### src/rtl/pipe_pkg.sv
// Shared types for the elastic pipeline stage buffer.
//   pipe_state_e : buffer fill state (EMPTY / ONE / TWO)
//   OCC_W        : width of the occupancy count
//   occ_of()     : state -> occupancy encoding
package pipe_pkg;

    localparam int unsigned OCC_W = 2;

    typedef enum logic [1:0] {
        EMPTY = 2'd0,
        ONE   = 2'd1,
        TWO   = 2'd2
    } pipe_state_e;

    // Number of entries held in a given state.
    function automatic logic [OCC_W-1:0] occ_of(input pipe_state_e s);
        logic [OCC_W-1:0] occ;
        occ = OCC_W'(0);
        case (s)
            ONE:     occ = OCC_W'(1);
            TWO:     occ = OCC_W'(2);
            default: occ = OCC_W'(0);
        endcase
        return occ;
    endfunction

endpackage

### src/rtl/pipe_payload_reg.sv
// Payload register with synchronous load and clear (clear wins).
// Resets asynchronously to CLR_VAL.
//   clk, rst_n : clock, async active-low reset
//   load_i     : capture d_i on the next rising edge
//   clear_i    : force CLR_VAL on the next rising edge
//   d_i / q_o  : payload in / held payload out
import pipe_pkg::*;

module pipe_payload_reg #(
    parameter int unsigned   W       = 96,
    parameter logic [W-1:0]  CLR_VAL = '0
) (
    input  logic         clk,
    input  logic         rst_n,
    input  logic         load_i,
    input  logic         clear_i,
    input  logic [W-1:0] d_i,
    output logic [W-1:0] q_o
);

    logic [W-1:0] data_q;
    logic [W-1:0] data_d;

    // Next payload value.
    always_comb begin
        data_d = data_q;
        if (clear_i) begin
            data_d = CLR_VAL;
        end else if (load_i) begin
            data_d = d_i;
        end
    end

    // Payload storage.
    always_ff @(posedge clk or negedge rst_n) begin
        if (!rst_n) begin
            data_q <= CLR_VAL;
        end else begin
            data_q <= data_d;
        end
    end

    assign q_o = data_q;

endmodule

### src/rtl/pipe_stage_buf.sv
// Elastic two-entry pipeline register for instruction/PC pairs.
// A main register drives out_*; a skid register absorbs one beat while main
// is stalled, so in_ready is a pure register output with no path from
// out_ready. flush is synchronous and overrides everything.
//
// Optional build macro PIPE_ZERO_ON_FLUSH_EN: clear main and skid payloads
// (instr=0, pc=FLUSH_PC_VAL) whenever the buffer becomes/stays empty.
//
// Ports:
//   clk, rst_n          : clock, async active-low reset
//   in_valid/in_ready   : upstream handshake (in_ready registered)
//   in_instr, in_pc     : upstream payload
//   flush               : drop all held and incoming beats
//   out_valid/out_ready : downstream handshake
//   out_instr, out_pc   : held payload
//   occupancy           : entries held, 0..2
import pipe_pkg::*;

module pipe_stage_buf #(
    parameter int unsigned      INSTR_W      = 32,
    parameter int unsigned      PC_W         = 64,
    parameter logic [PC_W-1:0]  FLUSH_PC_VAL = '0
) (
    input  logic               clk,
    input  logic               rst_n,
    input  logic               in_valid,
    output logic               in_ready,
    input  logic [INSTR_W-1:0] in_instr,
    input  logic [PC_W-1:0]    in_pc,
    input  logic               flush,
    output logic               out_valid,
    input  logic               out_ready,
    output logic [INSTR_W-1:0] out_instr,
    output logic [PC_W-1:0]    out_pc,
    output logic [OCC_W-1:0]   occupancy
);

    localparam int unsigned       PAY_W   = INSTR_W + PC_W;
    localparam logic [PAY_W-1:0]  PAY_CLR = {{INSTR_W{1'b0}}, FLUSH_PC_VAL};

    pipe_state_e       state_q;
    pipe_state_e       state_d;
    logic              in_ready_q;
    logic              out_valid_q;
    logic [OCC_W-1:0]  occ_q;

    logic              in_fire;
    logic              out_fire;
    logic              main_load;
    logic              main_from_skid;
    logic              skid_load;
    logic              pay_clr;

    logic [PAY_W-1:0]  in_pay;
    logic [PAY_W-1:0]  main_d;
    logic [PAY_W-1:0]  main_q;
    logic [PAY_W-1:0]  skid_q;

    // in_ready_q is 0 in TWO, so an X on in_valid cannot reach in_fire there.
    assign in_fire  = in_valid & in_ready_q;
    assign out_fire = out_valid_q & out_ready;

    assign in_pay = {in_instr, in_pc};
    assign main_d = main_from_skid ? skid_q : in_pay;

    // Next-state and load control.
    always_comb begin
        state_d        = state_q;
        main_load      = 1'b0;
        main_from_skid = 1'b0;
        skid_load      = 1'b0;
        pay_clr        = 1'b0;

        case (state_q)
            EMPTY: begin
                if (in_fire) begin
                    main_load = 1'b1;
                    state_d   = ONE;
                end
            end
            ONE: begin
                if (in_fire && out_fire) begin
                    main_load = 1'b1;
                end else if (in_fire) begin
                    skid_load = 1'b1;
                    state_d   = TWO;
                end else if (out_fire) begin
                    state_d   = EMPTY;
                end
            end
            TWO: begin
                if (out_fire) begin
                    main_load      = 1'b1;
                    main_from_skid = 1'b1;
                    state_d        = ONE;
                end
            end
            default: begin
                state_d = EMPTY;
            end
        endcase

        // Flush discards everything, including a beat offered this cycle.
        if (flush) begin
            state_d   = EMPTY;
            main_load = 1'b0;
            skid_load = 1'b0;
        end

`ifdef PIPE_ZERO_ON_FLUSH_EN
        // Empty buffer always presents a NOP bubble at FLUSH_PC_VAL.
        if (state_d == EMPTY) begin
            pay_clr = 1'b1;
        end
`endif
    end

    // State and registered handshake/status outputs.
    always_ff @(posedge clk or negedge rst_n) begin
        if (!rst_n) begin
            state_q     <= EMPTY;
            in_ready_q  <= 1'b1;
            out_valid_q <= 1'b0;
            occ_q       <= OCC_W'(0);
        end else begin
            state_q     <= state_d;
            in_ready_q  <= (state_d != TWO);
            out_valid_q <= (state_d != EMPTY);
            occ_q       <= occ_of(state_d);
        end
    end

    pipe_payload_reg #(
        .W       (PAY_W),
        .CLR_VAL (PAY_CLR)
    ) u_main (
        .clk     (clk),
        .rst_n   (rst_n),
        .load_i  (main_load),
        .clear_i (pay_clr),
        .d_i     (main_d),
        .q_o     (main_q)
    );

    pipe_payload_reg #(
        .W       (PAY_W),
        .CLR_VAL (PAY_CLR)
    ) u_skid (
        .clk     (clk),
        .rst_n   (rst_n),
        .load_i  (skid_load),
        .clear_i (pay_clr),
        .d_i     (in_pay),
        .q_o     (skid_q)
    );

    assign in_ready  = in_ready_q;
    assign out_valid = out_valid_q;
    assign occupancy = occ_q;
    assign out_instr = main_q[PAY_W-1:PC_W];
    assign out_pc    = main_q[PC_W-1:0];

endmodule

### config.mk
export PLATFORM = sky130hd
export DESIGN_NAME = pipe_stage_buf
export DESIGN_NICKNAME = d
export VERILOG_FILES = /design/src/rtl/pipe_pkg.sv /design/src/rtl/pipe_payload_reg.sv /design/src/rtl/pipe_stage_buf.sv
export SDC_FILE = /design/constraint.sdc
export NUM_CORES = 1
export LEC_CHECK = 0
export BUFFER_PORTS_ARGS = -buffer_cell sky130_fd_sc_hd__buf_2
export CORE_UTILIZATION = 58
export DETAILED_ROUTE_END_ITERATION = 12
export PLACE_DENSITY_LB_ADDON = 0.08
export SYNTH_ARGS = -nofsm -noshare
export SYNTH_HDL_FRONTEND = slang
export SYNTH_SLANG_ARGS = --single-unit
### constraint.sdc
create_clock -name clk -period 6 [get_ports clk]
set_input_delay 1.2 -clock clk [delete_from_list [all_inputs] [get_ports clk]]
set_output_delay 1.2 -clock clk [all_outputs]
set_load 0.01 [all_outputs]
# --- Yosys cells after proc, flatten, opt, wreduce, memory -nomap -nowiden ---
# Index checks and enable logic that the tools add are counted.
totals:
  word_cells: 34
  out_inout_bits: 100
  ff_bits: 198
  input_bits: 101
op_classes:
  n_eq_ne: 5
  reduce_logical: 3
  bitwise: 2
  n_mux: 18
op_table:
  columns: ["cell", "n"]
  rows:
  - ["2-to-1 mux 96 bit", 1]
  - ["2-to-1 mux 2 bit", 6]
  - ["2-to-1 mux 1 bit", 8]
  - ["one-hot mux 2 bit (3 select lines)", 1]
  - ["== test 2 x 1 -> 1 bit, second input constant", 2]
  - ["== test 2 bit, second input constant", 2]
  - ["one-hot mux 2 bit (2 select lines)", 1]
  - ["one-hot mux 1 bit (3 select lines)", 1]
  - ["bitwise AND 1 bit", 2]
  - ["logical NOT 2 bit", 1]
  - ["!= test 2 bit, second input constant", 1]
  - ["nonzero test 2 bit", 1]
  - ["logical AND 1 bit", 1]

# --- Depth between registers and ports, before layout ---
logic_depth:
  word_depth: 8
  mapped_depth: 5
  depth_no_buf: 3

# --- Modules after synthesis ---
# A second synthesis with hierarchy kept.
hier_totals:
  cells_unflattened: 752
  area_unflattened_um2: 9395.3
by_module_without_submodules:
  columns: ["module", "instances", "seq_area_each_um2", "area_per_inst_um2", "cells_each"]
  rows:
  - ["pipe_payload_reg", 2, 2402.3, 3910.0, 310]
  - ["pipe_stage_buf", 1, 151.4, 1575.3, 132]

# --- Least setup slack after synthesis ---
# Ideal clock, no wire load.
synth_timing:
  path_type: "input port to flip-flop"
  from: "in out_ready"
  to: "reg u_main.data_q[77], in the netlist u_main.q_o[77]"
  n_path_buf: 2
  path_slack_ns: 3.411
  required_ns: 5.875
  path_stages: 5
  setup_time_ns: 0.125
  arrival_ns: 2.464
  path_cell_list: "nand4b_2 > a221oi_2 > buf_4 > buf_6 > mux2_2"
synth_between:
  elab_chain_len: 5
  elab_cells_between_ends: 8
  cone_classes: "mux (6); bitwise (1); reduce/logical (1)"
synth_lines:
  columns: ["item", "line_no", "source"]
  rows:
  - ["start: declaration", "pipe_stage_buf.sv:32", "input logic out_ready,"]
  - ["bitwise AND 1 bit *", "pipe_stage_buf.sv:61", "assign out_fire = out_valid_q & out_ready;"]
  - ["logical AND 1 bit", "pipe_stage_buf.sv:82", "if (in_fire && out_fire) begin"]
  - ["2-to-1 mux 1 bit", "pipe_stage_buf.sv:82", null]
  - ["one-hot mux 1 bit (3 select lines)", "pipe_stage_buf.sv:74", "case (state_q)"]
  - ["2-to-1 mux 1 bit", "pipe_stage_buf.sv:104", "if (flush) begin"]
  - ["end signal: assignment", "pipe_payload_reg.sv:39", "data_q <= data_d;"]
  - ["end: declaration", "pipe_payload_reg.sv:21", "logic [W-1:0] data_q;"]
# Every way passes the cells marked *; elsewhere a longest branch is shown, timed or not.
# A chain may end at the register's enable or synchronous reset.

# --- Worst setup path in the final report ---
layout_timing:
  from: "in out_ready"
  to: "reg u_main.data_q[47], in the netlist u_main.q_o[47]"
# The elaborated chain is that of the path after synthesis.

==> impl_metrics.csv <==
group,metric,value,unit
status,status,"finished clean",
placement,portBuffers,200,
placement,pre_cts_ws,1.94,ns
timing,finClkSkew,0.0133,ns
timing,rsz0062_at_grt,"no",
grt,grtUsageMet1,0.274,
clock_network,h-tree-depth,4,
run,cap_violations,0,
grt,met2_usage,0.405,
floorplanning,die_h,123,um
clock_network,cts.sinks,198,
timing,final.min_clock_period,3.55,ns
drt,drtIter0Drc,219,
floorplanning,initial_utilization,0.602,
logic_synthesis,yosysSeqAreaShare,0.584,
power,p_clk_frac,0.279,
finish,num_antenna_cells,0,
clock_network,root_buffer,"clkbuf_16",
timing,setup_viol,0,
timing,post-route-period-util,0.592,
grt,grt_pass1_vias,5361,
power,p_comb_frac,0.228,
grt,grt_pass1_wl,26800,um
logic_synthesis,synth_seq_cells,198,
clock_network,path_clk_slew,0.07,ns
logic_synthesis,ys_types,21,
finish,areaGrowthSynthToFinish,20.6,%
floorplanning,std_cell_rows,43,
clock_network,holdBufCountCts,0,
placement,place.gp.congestion,0.746,
power,powerDensity,405,nW/um^2
power,power_frac_seq,0.493,
grt,gr-total-overflow,0,
worst_setup_path,arrival,3.86,ns
timing,drv_slew,0,
drt,drc,0,
worst_setup_path,cp.required,6.31,ns
grt,busiest_layer,"met2",
worst_setup_path,reg2reg_from,"state_q[0]",
power,p_sw_frac,0.270,
finish,num-fill-cells,949,
worst_setup_path,start_kind,"input pin",
finish,nNetsFinal,831,
logic_synthesis,synth_warnings,0,
floorplanning,die_w,123,um
worst_setup_path,crit_fanout,57,
timing,finalHoldViolations,0,
clock_network,cts_setup_buffers,0,
min_path,min-delay-path-class,"flip-flop to flip-flop",
floorplanning,die_area,15100,um^2
drt,ant_nets,0,
timing,fmax,281,MHz
grt,grt_max_degree,99,
clock_network,clk_path_buf_depth,2,
worst_setup_path,end_kind,"flip-flop",
timing,fin_tns_setup,0,ns
finish,fin_cells,922,
clock_network,cts_made_buffers,17,
drt,vias,4989,
clock_network,cts_tree,"built",
power,leakagePower,4.71,nW
drt,drt_first_pass_iters,4,
power,p_int,3.03,mW
power,vdd_drop_max,0.303,mV
logic_synthesis,syn-num-nets,635,
finish,drive_above_1_share,0.710,
worst_setup_path,critPathKind,"input pin to flip-flop",
floorplanning,pin_count,201,
clock_network,postCtsResizedCells,0,
logic_synthesis,syn_area,8490,um^2
drt,wirelength,16800,um
floorplanning,core_area,14100,um^2
drt,wl_per_cell,18.2,um
power,power.switching,1.12,mW
grt,use_met3,0.0839,
placement,hpwl,11300,um
logic_synthesis,syn_area_per_cell,15.9,um^2
grt,grt_antenna_before_repair,1,
placement,dp_cells,891,
power,p_total,4.15,mW
timing,holdWs,0.499,ns
timing,tightest_slew,1.14,ns
worst_setup_path,critPathLaunch,"out_ready",
min_path,hold_start,"u_main.q_o[82]",
drt,post_drt_via_cell_ratio,5.41,
grt,grt_usage,0.234,
logic_synthesis,syn_inst,534,
timing,relSlewSlack,0.237,
timing,fin_ws,2.45,ns
clock_network,insertion_delay,0.43,ns
-- final cells by class --
cell class / count / area, um^2 / share of cell area
clock buffers: 19 / 443 / 0.0432
clock inverters: 12 / 154 / 0.0150
inverters: 1 / 3.75 / 0.000366
multi-input cells: 305 / 3400 / 0.332
flip-flops and latches: 198 / 4960 / 0.484
well taps: 180 / 225 / 0.0220
repair buffers: 207 / 1060 / 0.104
-- logic make-up (layout without fill, tap and decap cells) --
| family | Yosys count | after routing | synth area share |
|---|---|---|---|
| AO/OA/AOI/OAI | 9 | 9 | 0.00825 |
| multiplexers | 288 | 288 | 0.382 |
| AND/OR/NAND/NOR | 8 | 8 | 0.00707 |
| buffers and inverters | 31 | 239 | 0.0192 |
| flip-flops | 198 | 198 | 0.584 |
-- per-stage QoR --
| step | util | cell area, um^2 |
|---|---|---|
| after floorplan | - | 8490 |
| after detailed placement | 0.684 | 9650 |
| final | 0.727 | 10200 |
| after global routing | 0.727 | 10200 |
| after CTS | 0.727 | 10200 |
| after global placement | 0.684 | 9650 |
-- cell usage in the layout, fill, tap and decap left out --
cell / count
a21bo_2: 1
inv_1: 1
mux2_2: 285
clkinv_4: 2
nand2b_1: 1
bufinv_16: 3
nor3b_1: 1
clkinv_2: 3
clkbuf_16: 17
nand3b_1: 2
clkbuf_1: 1
dfrtp_1: 197
a21o_1: 4
a221oi_4: 1
clkbuf_8: 2
buf_2: 199
nor2_4: 1
mux2_1: 3
nand2_1: 1
a21oi_1: 3
nand4b_1: 1
clkinvlp_4: 3
inv_6: 1
buf_4: 7
dfstp_2: 1
nand4b_4: 1
-- power by group through the flow --
stage	sequential [mW]	clock, mW	combinational, mW
after floorplan	2.11	0	0.512
after global routing	2.11	1.24	1.03
after detailed placement	2.07	0	0.964
after CTS	2.05	1.18	0.965
final	2.05	1.16	0.946
after global placement	2.03	0	0.920
-- path summary, 6_finish.rpt --
| path | to | slack [ns] | depth (start not counted) |
|---|---|---|---|
| worst max-delay path | u_main.q_o[47] | 2.45 | 5 |
| worst min-delay path | u_main.q_o[82] | 0.50 | 1 |
| worst max register to register | u_main.q_o[47] | 2.81 | 4 |
| worst min register to register | u_main.q_o[82] | 0.50 | 1 |
| max in group asynchronous | u_skid.q_o[40] | 3.99 | 2 |
| min in group asynchronous | u_skid.q_o[65] | 0.83 | 1 |
-- flip-flops by register name (all words and copies together), names as in the netlist --
name	cells
in_ready	1
occupancy	2
out_valid	1
state_q	2
u_main.q_o	96
u_skid.q_o	96
-- routing by layer --
layer	vias up	wire (um)	part of all wire
met4	0	231	0.014
met1	2531	6880	0.41
met5	-	0	0
met3	18	1080	0.065
li1	2316	-	-
met2	124	8570	0.51
-- cells in the mapped netlist --
cell type	count	area, um^2
mux2_2	285	3210
dfrtp_1	197	4930
buf_2	22	110
a21o_1	4	30.0
clkbuf_1	4	15.0
a21oi_1	3	15.0
mux2_1	3	33.8
buf_6	2	22.5
nand3b_1	2	15.0
a21bo_2	1	10.0
a221oi_2	1	15.0
buf_1	1	3.75
buf_4	1	7.51
dfstp_2	1	26.3
inv_1	1	3.75
nand2_1	1	3.75
nand2b_1	1	6.26
nand4b_1	1	8.76
nand4b_2	1	15.0
nor2_1	1	3.75
nor3b_1	1	7.51
-- critical path, cell delays in order --
cell	delay (ns)
buf_2	0.14
nand4b_4	0.88
a221oi_4	0.57
buf_4	0.61
mux2_2	0.41
No activity file was read; power rests on OpenSTA's default activity.
